--- src/rtl/invaes_pkg.sv ---
// Shared types and sizes for the inverse-AES SPI master.
package invaes_pkg;

   localparam int BLOCK_BITS = 128;
   localparam int LOAD_BITS  = 256;

   typedef enum logic [2:0] {
      IDLE,
      LOAD,
      WAIT,
      READ,
      FIN
   } spi_state_t;

endpackage

--- src/rtl/invaes_spi_master_if.sv ---
// Host-side handshake and SPI pins of the inverse-AES SPI master.
interface invaes_spi_master_if;
   import invaes_pkg::*;

   logic                  start;
   logic [BLOCK_BITS-1:0] key;
   logic [BLOCK_BITS-1:0] plaintext;
   logic                  busy;
   logic                  valid;
   logic [BLOCK_BITS-1:0] cyphertext;
   logic                  sclk;
   logic                  mosi;
   logic                  load;
   logic                  miso;
   logic                  done;

   modport master (
      input  start, key, plaintext, miso, done,
      output busy, valid, cyphertext, sclk, mosi, load
   );

   modport slave (
      output start, key, plaintext, miso, done,
      input  busy, valid, cyphertext, sclk, mosi, load
   );

endinterface

--- src/rtl/spi_clkgen.sv ---
// CLKDIV divider producing a mode-0 sclk plus single-cycle rise/fall strobes.
module spi_clkgen #(
   parameter int CLKDIV = 4
) (
   input  logic clk,
   input  logic reset,
   input  logic en,
   output logic sclk,
   output logic rise,
   output logic fall
);

   logic [7:0] div_cnt_reg;
   logic       sclk_reg;
   logic       term;

   assign term = en && (div_cnt_reg == 8'(CLKDIV - 1));

   // Disabling parks sclk low and restarts the count so the next enable
   // gives a full half-period before the first rise.
   always_ff @(posedge clk) begin
      if (reset || !en) begin
         div_cnt_reg <= 8'd0;
         sclk_reg    <= 1'b0;
      end else if (term) begin
         div_cnt_reg <= 8'd0;
         sclk_reg    <= ~sclk_reg;
      end else begin
         div_cnt_reg <= div_cnt_reg + 8'd1;
      end
   end

   assign sclk = sclk_reg;
   assign rise = term && !sclk_reg;
   assign fall = term && sclk_reg;

endmodule

--- src/rtl/invaes_spi_master.sv ---
// SPI master: shifts {plaintext, key} out under load, waits for done,
// then reads the 128-bit result back and strobes valid.
module invaes_spi_master
   import invaes_pkg::*;
#(
   parameter int CLKDIV = 4
) (
   input logic                 clk,
   input logic                 reset,
   invaes_spi_master_if.master bus
);

   spi_state_t            state_reg, state_next;
   logic [LOAD_BITS-1:0]  tx_reg;
   logic [BLOCK_BITS-1:0] rx_reg;
   logic [BLOCK_BITS-1:0] cyphertext_reg;
   logic                  load_reg;
   logic [8:0]            bit_cnt_reg;
   logic [7:0]            settle_cnt_reg;

   logic                  clk_en;
   logic                  sclk_int;
   logic                  rise;
   logic                  fall;

   logic [1:0]            sync_in;
   logic [1:0]            sync_out;
   logic                  miso_s;
   logic                  done_s;
   logic                  settling;

   // Two-flop synchronizers: bit 0 = miso, bit 1 = done.
   assign sync_in = {bus.done, bus.miso};

   generate
      for (genvar gi = 0; gi < 2; gi++) begin : g_sync
         logic meta_reg;
         logic out_reg;
         always_ff @(posedge clk) begin
            if (reset) begin
               meta_reg <= 1'b0;
               out_reg  <= 1'b0;
            end else begin
               meta_reg <= sync_in[gi];
               out_reg  <= meta_reg;
            end
         end
         assign sync_out[gi] = out_reg;
      end
   endgenerate

   assign miso_s = sync_out[0];
   assign done_s = sync_out[1];

   assign clk_en = (state_reg == LOAD) || (state_reg == READ);

   spi_clkgen #(
      .CLKDIV (CLKDIV)
   ) u_clkgen (
      .clk   (clk),
      .reset (reset),
      .en    (clk_en),
      .sclk  (sclk_int),
      .rise  (rise),
      .fall  (fall)
   );

   // Once done has been seen the settle count runs to completion on its own.
   assign settling = done_s || (settle_cnt_reg != 8'd0);

   always_comb begin
      state_next = state_reg;
      bus.busy   = (state_reg != IDLE);
      bus.valid  = (state_reg == FIN);
      case (state_reg)
         IDLE: if (bus.start) state_next = LOAD;
         LOAD: if (fall && bit_cnt_reg == 9'(LOAD_BITS)) state_next = WAIT;
         WAIT: if (settling && settle_cnt_reg == 8'(CLKDIV - 1)) state_next = READ;
         READ: if (fall && bit_cnt_reg == 9'(BLOCK_BITS)) state_next = FIN;
         FIN:  state_next = IDLE;
         default: state_next = IDLE;
      endcase
   end

   always_ff @(posedge clk) begin
      if (reset) begin
         state_reg      <= IDLE;
         tx_reg         <= '0;
         rx_reg         <= '0;
         cyphertext_reg <= '0;
         load_reg       <= 1'b0;
         bit_cnt_reg    <= 9'd0;
         settle_cnt_reg <= 8'd0;
      end else begin
         state_reg <= state_next;
         case (state_reg)
            IDLE: begin
               if (bus.start) begin
                  tx_reg         <= {bus.plaintext, bus.key};
                  load_reg       <= 1'b1;
                  bit_cnt_reg    <= 9'd0;
                  settle_cnt_reg <= 8'd0;
               end
            end
            LOAD: begin
               if (rise && bit_cnt_reg != 9'(LOAD_BITS))
                  bit_cnt_reg <= bit_cnt_reg + 9'd1;
               // Zeros shift in behind the frame, so mosi is already 0
               // when the final fall closes the load window.
               if (fall) begin
                  tx_reg <= tx_reg << 1;
                  if (bit_cnt_reg == 9'(LOAD_BITS)) begin
                     load_reg    <= 1'b0;
                     bit_cnt_reg <= 9'd0;
                  end
               end
            end
            WAIT: begin
               if (settling) begin
                  if (settle_cnt_reg == 8'(CLKDIV - 1))
                     settle_cnt_reg <= 8'd0;
                  else
                     settle_cnt_reg <= settle_cnt_reg + 8'd1;
               end
            end
            READ: begin
               if (rise) begin
                  rx_reg <= {rx_reg[BLOCK_BITS-2:0], miso_s};
                  if (bit_cnt_reg != 9'(LOAD_BITS))
                     bit_cnt_reg <= bit_cnt_reg + 9'd1;
               end
               if (fall && bit_cnt_reg == 9'(BLOCK_BITS)) begin
                  cyphertext_reg <= rx_reg;
                  bit_cnt_reg    <= 9'd0;
               end
            end
            default: ;
         endcase
      end
   end

   assign bus.sclk       = sclk_int;
   assign bus.mosi       = tx_reg[LOAD_BITS-1];
   assign bus.load       = load_reg;
   assign bus.cyphertext = cyphertext_reg;

endmodule

--- src/flat_wrapper.sv ---
// flat-port wrapper written by rule: the top's interface ports become plain ports
module invaes_spi_master_flat import invaes_pkg::*;
#(
   parameter int CLKDIV = 4
)
  (clk, reset, bus_start, bus_key, bus_plaintext, bus_miso, bus_done, bus_busy, bus_valid, bus_cyphertext, bus_sclk, bus_mosi, bus_load);
  invaes_spi_master_if bus_i ();
  input logic clk;
  input logic reset;
  input wire logic [$bits(bus_i.start)-1:0] bus_start;
  input wire logic [$bits(bus_i.key)-1:0] bus_key;
  input wire logic [$bits(bus_i.plaintext)-1:0] bus_plaintext;
  input wire logic [$bits(bus_i.miso)-1:0] bus_miso;
  input wire logic [$bits(bus_i.done)-1:0] bus_done;
  output wire logic [$bits(bus_i.busy)-1:0] bus_busy;
  output wire logic [$bits(bus_i.valid)-1:0] bus_valid;
  output wire logic [$bits(bus_i.cyphertext)-1:0] bus_cyphertext;
  output wire logic [$bits(bus_i.sclk)-1:0] bus_sclk;
  output wire logic [$bits(bus_i.mosi)-1:0] bus_mosi;
  output wire logic [$bits(bus_i.load)-1:0] bus_load;
  assign bus_i.start = bus_start;
  assign bus_i.key = bus_key;
  assign bus_i.plaintext = bus_plaintext;
  assign bus_i.miso = bus_miso;
  assign bus_i.done = bus_done;
  assign bus_busy = bus_i.busy;
  assign bus_valid = bus_i.valid;
  assign bus_cyphertext = bus_i.cyphertext;
  assign bus_sclk = bus_i.sclk;
  assign bus_mosi = bus_i.mosi;
  assign bus_load = bus_i.load;
  invaes_spi_master #(.CLKDIV(CLKDIV)) u_core (.clk(clk), .reset(reset), .bus(bus_i));
endmodule
--- config.mk ---
export PLATFORM = sky130hd
export DESIGN_NAME = invaes_spi_master_flat
export DESIGN_NICKNAME = d
export VERILOG_FILES = /design/src/rtl/invaes_pkg.sv /design/src/rtl/invaes_spi_master_if.sv /design/src/rtl/spi_clkgen.sv /design/src/rtl/invaes_spi_master.sv /design/src/flat_wrapper.sv
export SDC_FILE = /design/constraint.sdc
export NUM_CORES = 1
export LEC_CHECK = 0
export CAP_MARGIN = 10
export CORE_MARGIN = 5
export CORE_UTILIZATION = 24
export CTS_BUF_LIST = sky130_fd_sc_hd__clkbuf_2 sky130_fd_sc_hd__clkbuf_4 sky130_fd_sc_hd__clkbuf_8
export CTS_CLUSTER_SIZE = 10
export DETAILED_ROUTE_END_ITERATION = 8
export GPL_TIMING_DRIVEN = 0
export SYNTH_ARGS = -nofsm -noshare
export SYNTH_HDL_FRONTEND = slang
export SYNTH_HIERARCHICAL = 1
export SYNTH_SLANG_ARGS = --single-unit
--- constraint.sdc ---
create_clock -name clk -period 7.4 [get_ports clk]
set_input_delay 1.48 -clock clk [delete_from_list [all_inputs] [get_ports clk]]
set_output_delay 1.48 -clock clk [all_outputs]
set_load 0.1 [all_outputs]
---- Yosys cells after proc, flatten, opt, wreduce, memory -nomap -nowiden ----
Cells that the tools add are included.
storage, ports and cells
  bits in registers ....................... 546
  output and inout bits ................... 133
  logic and storage cells ................. 85
operators by class
  add/subtract/negate cells ............... 3
  equality and inequality tests ........... 18
  multiplexer cells ....................... 24
  bitwise gates (word level) .............. 1
  reduce and logical (&&, ||, !) cells .... 26
operator list
  operator                                       number
  2-to-1 mux 256 bit                             2
  one-hot mux 256 bit (2 select lines)           1
  2-to-1 mux 9 bit                               7
  one-hot mux 9 bit (3 select lines)             1
  2-to-1 mux 8 bit                               3
  adder 8 x 1 -> 8 bit, second input constant    2
  == test 8 x 2 -> 1 bit, second input constant  2
  one-hot mux 8 bit (2 select lines)             1
  2-to-1 mux 3 bit                               4
  one-hot mux 3 bit (4 select lines)             1
  AND reduction 4 bit                            3
  adder 9 x 1 -> 9 bit, second input constant    1
  == test 9 x 8 -> 1 bit, second input constant  1
  == test 9 bit, second input constant           1
  != test 9 bit, second input constant           1
  != test 2 bit, second input constant           4
  nonzero test 8 bit                             1
  logical AND 1 bit                              7
  == test 3 x 2 -> 1 bit, second input constant  2
  != test 2 x 1 -> 1 bit, second input constant  3
  AND reduction 3 bit                            2
  nonzero test 3 bit                             2
  AND reduction 2 bit                            2
  nonzero test 2 bit                             2
  11 further kinds                               16

---- Longest topological paths before layout ----
Gate-level depths: netlist (run 1).
  depth after elaboration ................. 9
  gate-level depth with buffers ........... 12
  depth with buffers taken out ............ 9

---- By module ----
Netlist (run 1), hierarchy kept.
by module, submodules not included
  module             instances  cells each  area an instance (um^2)  seq. area each (um^2)
  invaes_spi_master  1          2688        20802.5                  10750.3
  spi_clkgen         1          44          391.6                    180.2

---- Worst setup path before layout (run 1) ----
OpenSTA, ideal clock, no wires.
  kind .................................... register -> output
  from .................................... register u_core.state_reg[1]
  to ...................................... output bus_valid
  arrival time ............................ 2.872 ns
  path slack .............................. 3.048 ns
  cell stages (with the launch flop) ...... 4
  cells stage by stage .................... dfxtp_1 -> clkbuf_1 -> clkbuf_1 -> nor3b_1
between the ends
  word-level cells in the longest chain between the ends .. 1
ends and longest elaborated chain
  item                    RTL line                 source
  start, declared         invaes_spi_master.sv:13  spi_state_t state_reg, state_next;
  start signal, assigned  invaes_spi_master.sv:95  state_reg <= state_next;
  == test 3 bit           invaes_spi_master.sv:74  bus.valid = (state_reg == FIN);
  end, declared           flat_wrapper.sv:16       output wire logic [$bits(bus_i.valid)-1:0] bus_valid;
Every way passes these cells.

---- Final worst setup path (run 1) ----
Ends and elaborated chain as after synthesis.

==> impl_metrics.py, run 1 <==
metrics = {
    "floorplan": {
        "num_rows": 109,
        "chipHeight_um": 307,
        "start_util_pct": 24.1,
        "die_area_mm2": 0.0944,
        "ios": 394,
        "core_area_mm2": 0.0880,
        "die_x_um": 307,
    },
    "power": {
        "clockPowerShare_pct": 40.9,
        "p_per_area_mw_per_mm2": 257,
        "ir_drop_mv": 0.114,
        "power.leakage_nw": 9.85,
        "netSwitchingPower_mw": 2.07,
        "p_comb_share_pct": 14.7,
        "switching_share_pct": 28.0,
        "p_int_mw": 5.30,
        "seq_power_share_pct": 44.4,
    },
    "yosys": {
        "synthAdderAreaFrac_pct": 0.295,
        "synth_edf_count": 0,
        "yosys_warnings": 6,
        "synth_compound_area_share_pct": 18.1,
        "synth_top_area_cell": "dfxtp_1",
        "synth_mux_area_share_pct": 0.248,
        "syn_nets": 2998,
        "post-synth-top-area-fraction_pct": 51.6,
        "synth_area_leaders": "dfxtp_1 52%, nand2_1 18%, a311oi_1 11%",
        "yosysUniqueCellTypes": 49,
        "ys_ff_latch": 546,
        "synth_cells": 2732,
        "synth-async-reset-ratio_pct": 0,
        "yosys_most_used_dff": "dfxtp_1",
        "synth_top_family_by_area": "simple AND/OR/NAND/NOR gates",
        "synth_area_per_cell_um2": 7.76,
        "yosysSeqAreaShare_pct": 51.6,
        "synthSimpleGateAreaFrac_pct": 24.9,
        "syn-cell-area_mm2": 0.0212,
        "synth-xor-area-share_pct": 0.455,
    },
    "sta": {
        "fin_hold_ws_ps": 426,
        "max-slew-margin-rel_pct": 15.1,
        "post-route-period-util_pct": 62.6,
        "slew_violations": 0,
        "rsz0062_at_grt": "false",
        "tightest_slew_ps": 1240,
        "setup_ws_ps": 2770,
        "setup_viol": 0,
        "skew_ps": 34.4,
        "hold_viol_final": 0,
        "fin_tns_setup_ps": 0,
        "min_period_ps": 4630,
        "max_freq_mhz": 216,
    },
    "critical_path": {
        "cp_max_fo": 10,
        "worstReg2RegStart": "u_core/state_reg[0]",
        "cp_slowest_cell": "clkdlybuf4s50_1",
        "crit_chain": "clkbuf_1, clkbuf_1, nor3b_1, clkdlybuf4s50_1",
        "max_stage_delay_ps": 1240,
        "crit_path_frequent_cell": "clkbuf_1",
        "worst_setup_path_end_kind": "primary output",
        "cp.required_ps": 5920,
        "path_class": "reg -> out",
        "startpoint": "u_core/state_reg[1]",
        "cp_data_arrival_time_ps": 3150,
        "cp-start-kind": "register",
    },
    "global_routing": {
        "gr-total-overflow": 0,
        "grt_use_total_pct": 13.6,
        "grt_max_degree": 15,
        "grt_pass1_wl_mm": 105,
        "antenna_found_initial": 10,
        "grt_pass1_vias": 19547,
    },
    "clock_tree": {
        "cts_buffer_depth": 3,
        "cts-buffers-inserted": 100,
        "clock-sinks": 546,
        "cts_tree": "yes",
        "postCtsHoldBufs": 0,
        "postCtsSetupRepairBufs": 0,
        "htree_levels": 3,
        "ctsRootBufferMaster": "clkbuf_8",
        "cts_resized": 0,
        "clk_latency_ps": 690,
        "clk_pin_slew_ps": 60,
    },
    "status": {
        "outcome": "finished, final reports clean",
    },
    "drt": {
        "via_count": 20193,
        "drc_errors": 0,
        "dr.pass1.iters": 5,
        "routed_wl_mm": 67.2,
        "ant_nets": 0,
        "routed_via_density": 4.52,
        "dr.first_iter.drc_count": 1379,
        "wl_per_cell_um": 15.0,
    },
    "final_layout": {
        "largest_register_ffs": 256,
        "stdcell_count": 4464,
        "layout.nets": 3493,
        "num-fill-cells": 9435,
        "syn_to_final_growth_pct": 35.4,
        "drive_gt1_share_pct": 5.95,
        "utilization_pct": 32.6,
    },
    "worst_hold_path": {
        "hold_path.startpoint": "u_core/g_sync[0].out_reg",
        "hold_class": "reg -> reg",
    },
    "placement": {
        "place_ws_ps": 2640,
        "dp_cells": 4290,
        "gp_congestion": 0.797,
        "port_buffers": 393,
        "dp_hpwl_mm": 49.6,
    },
    "run": {
        "max-cap-violations": 0,
    },
}
[power by group through the flow]
stage | sequential [mW] | clock (mW) | combinational, mW
floorplan | 3.32 | 0 | 0.682
global placement | 3.33 | 0 | 1.08
detailed placement | 3.33 | 0 | 1.09
CTS | 3.27 | 3.13 | 1.09
global route | 3.30 | 3.27 | 1.21
finish | 3.27 | 3.02 | 1.08
[kinds of logic after synthesis]
family	Yosys count
compound gates	554
xor+xnor	11
fa+ha+maj	5
buf+inv	243
flops	546
mux	5
simple gates	1368
[Yosys cell counts (6+ instances only)]
cell type,instances
a21oi_1,270
a311oi_1,257
buf_2,16
clkbuf_1,211
dfxtp_1,546
inv_1,11
nand2_1,1033
nand2b_1,7
nand3_1,14
nor2_1,278
nor2b_1,6
xor2_1,6
[final timing paths]
check / to / slack (ps) / depth (start not counted)
worst max-delay path: bus_valid / 2770 / 4
worst max register to register: u_core/tx_reg[160] / 3500 / 11
worst min register to register: u_core/rx_reg[0] / 430 / 2
worst min-delay path: u_core/rx_reg[0] / 430 / 2
[cell usage in the layout, fill, tap and decap left out, drive strengths merged, types with 3 or more instances in the layout]
cell type      Yosys  final
nand2b             7      7
buf               21     21
clkinv             0     10
ha                 5      5
mux2i              3      3
and3               4      4
dfxtp            546    546
nand4              4      4
nor4               3      3
a21oi            270    270
nand2           1033   1033
nand3b             3      3
diode              0      5
o21ai              6      6
nor2             278    278
nor3               6      6
o21a               3      3
inv               11     15
xor2               6      6
xnor2              5      5
clkinvlp           0      5
nand3             14     14
nor2b              6      6
clkdlybuf4s50      0    393
clkbuf           211    356
a311oi           257    257
bufinv             0      5
or3                4      4
[layout make-up]
class	count	area (um2)	share of cell area, %
flip-flops and latches	546	10900	38.1
multi-input cells	1943	9330	32.5
repair buffers	393	3930	13.7
clock buffers	145	1800	6.28
well taps	1165	1460	5.08
plain buffers	232	891	3.11
clock inverters	24	289	1.01
inverters	11	41.3	0.144
diodes	5	12.5	0.0436
[metal layers]
| metal | GRT usage, % | part of all wire, % | vias to the layer above |
|---|---|---|---|
| met2 | 22.5 | 46 | 509 |
| met4 | 3.52 | 1.7 | 12 |
| met5 | 0 | 0.11 | - |
| li1 | - | - | 10244 |
| met3 | 3.86 | 6.7 | 104 |
| met1 | 17.5 | 45 | 9324 |
[stage by stage]
step                      cell area (um2)  power (mW)
after floorplan                     21200        4.00
after global placement              26600        4.41
after detailed placement            26600        4.42
after CTS                           28700        7.50
after global routing                28700        7.78
final                               28700        7.37
[worst max-delay path, delay by kind of cell (launching register included)]
family	cells	cell delay [ps]
buf+inv	3	1690
simple gates	1	480
flops	1	290
Note: power is estimated with default switching activity, not from simulation.
==> run 2, diff against run 1 <==
==> constraint.sdc (replaced) <==
create_clock -name clk -period 3.9 [get_ports clk]
set_input_delay 0.78 -clock clk [delete_from_list [all_inputs] [get_ports clk]]
set_output_delay 0.78 -clock clk [all_outputs]
set_load 0.1 [all_outputs]
==> run 2 against run 1 <==
Compared with the run above: critical path depth stayed put; critical path type unchanged; sequential power grew 90%; via count about the same; largest power group unchanged.
==> impl_metrics.py, run 2 (synthesized netlist as in run 1, its figures left out) <==
metrics = {
    "status": {
        "outcome": "finished, final reports clean",
    },
    "drt": {
        "routed_wl_mm": 67.2,
        "dr.pass1.iters": 5,
        "routed_via_density": 4.52,
        "drc_errors": 0,
        "ant_nets": 0,
        "via_count": 20178,
        "wl_per_cell_um": 15.0,
        "dr.first_iter.drc_count": 1424,
    },
    "global_routing": {
        "grt_max_degree": 15,
        "grt_pass1_vias": 19564,
        "grt_pass1_wl_mm": 105,
        "antenna_found_initial": 10,
        "grt_use_total_pct": 13.6,
        "gr-total-overflow": 0,
    },
    "clock_tree": {
        "htree_levels": 3,
        "cts-buffers-inserted": 100,
        "clock-sinks": 546,
        "clk_latency_ps": 700,
        "cts_buffer_depth": 3,
        "clk_pin_slew_ps": 60,
        "cts_tree": "yes",
        "ctsRootBufferMaster": "clkbuf_8",
    },
    "floorplan": {
        "chipHeight_um": 307,
        "ios": 394,
        "core_area_mm2": 0.0880,
        "start_util_pct": 24.1,
        "die_x_um": 307,
        "die_area_mm2": 0.0944,
        "num_rows": 109,
    },
    "critical_path": {
        "cp_data_arrival_time_ps": 2870,
        "cp-start-kind": "register",
        "path_class": "reg -> out",
        "crit_chain": "clkbuf_1, clkbuf_1, nor3b_1, dlygate4sd2_1",
        "cp_max_fo": 10,
        "crit_path_frequent_cell": "clkbuf_1",
        "max_stage_delay_ps": 920,
        "cp_slowest_cell": "dlygate4sd2_1",
        "worst_setup_path_end_kind": "primary output",
        "cp.required_ps": 3120,
    },
    "sta": {
        "max_freq_mhz": 274,
        "max-slew-margin-rel_pct": 17.5,
        "slew_violations": 0,
        "skew_ps": 38.0,
        "fin_hold_ws_ps": 426,
        "setup_viol": 0,
        "fin_tns_setup_ps": 0,
        "rsz0062_at_grt": "false",
        "hold_viol_final": 0,
        "min_period_ps": 3650,
        "tightest_slew_ps": 1210,
        "post-route-period-util_pct": 93.7,
        "setup_ws_ps": 248,
    },
    "final_layout": {
        "largest_register_ffs": 256,
        "layout_common_cells": "1033 x nand2_1, 546 x dfxtp_1, 391 x clkdlybuf4s50_1",
        "num-fill-cells": 9440,
        "postLayoutCellArea_mm2": 0.0287,
        "stdcell_count": 4464,
        "utilization_pct": 32.6,
        "final_common_cell": "nand2_1",
        "layout.nets": 3493,
        "drive_gt1_share_pct": 6.01,
        "syn_to_final_growth_pct": 35.4,
    },
    "worst_hold_path": {
        "hold_class": "reg -> reg",
    },
    "power": {
        "p_per_area_mw_per_mm2": 488,
        "p_total_mw": 14.0,
        "ir_drop_mv": 0.215,
        "power.leakage_nw": 9.86,
    },
    "placement": {
        "port_buffers": 393,
        "gp_congestion": 0.797,
        "dp_cells": 4290,
        "dp_hpwl_mm": 49.6,
        "place_area_mm2": 0.0266,
        "place_ws_ps": -188,
    },
    "run": {
        "max-cap-violations": 0,
    },
}
-- run 2: cell count changes in the layout (fill, tap and decap cells not counted) --
cell             delta
clkbuf_1            -2
nor3_2              -1
dlygate4sd2_1       +2
clkdlybuf4s50_1     -2
nor3_4              +1
clkbuf_2            +2
-- run 2: layer usage --
metal / global-route usage [%] / vias up / part of all wire [%]
met5: 0 / - / 0.11
met4: 3.52 / 12 / 1.7
met3: 3.86 / 103 / 6.5
met2: 22.5 / 504 / 46
met1: 17.5 / 9317 / 45
li1: - / 10242 / -
-- run 2: area by class of cell --
type / count / area, um2 / share of cell area [%]
well taps: 1165 / 1460 / 5.08
multi-input cells: 1943 / 9340 / 32.5
diodes: 5 / 12.5 / 0.0436
plain buffers: 232 / 893 / 3.11
flip-flops and latches: 546 / 10900 / 38.1
inverters: 11 / 41.3 / 0.144
repair buffers: 393 / 3930 / 13.7
clock buffers: 145 / 1800 / 6.28
clock inverters: 24 / 289 / 1.01
-- run 2: final timing paths --
path	to	start	slack, ps	depth (start not counted)
worst min register to register	u_core/rx_reg[0]	u_core/g_sync[0].out_reg	430	2
worst max register to register	u_core/tx_reg[146]	u_core/state_reg[0]	450	10
worst max-delay path	bus_valid	u_core/state_reg[1]	250	4
worst min-delay path	u_core/rx_reg[0]	u_core/g_sync[0].out_reg	430	2
-- run 2: worst max-delay path: cells and delay by family, from the launching register on --
kind	cells	cell delay, ps
flops	1	290
buf+inv	3	1400
simple gates	1	480
-- run 2: what timing repair did --
action,CTS,global route
resized for setup,3,5
endpoints found under the setup margin,106,39
buffers inserted,0,0
hold buffers,0,0
-- run 2: where the power goes --
part / switching [mW] / internal [mW] / total (mW)
Sequential: 0.208 / 6.00 / 6.21
Combinational: 1.28 / 0.769 / 2.05
Clock: 2.44 / 3.29 / 5.73
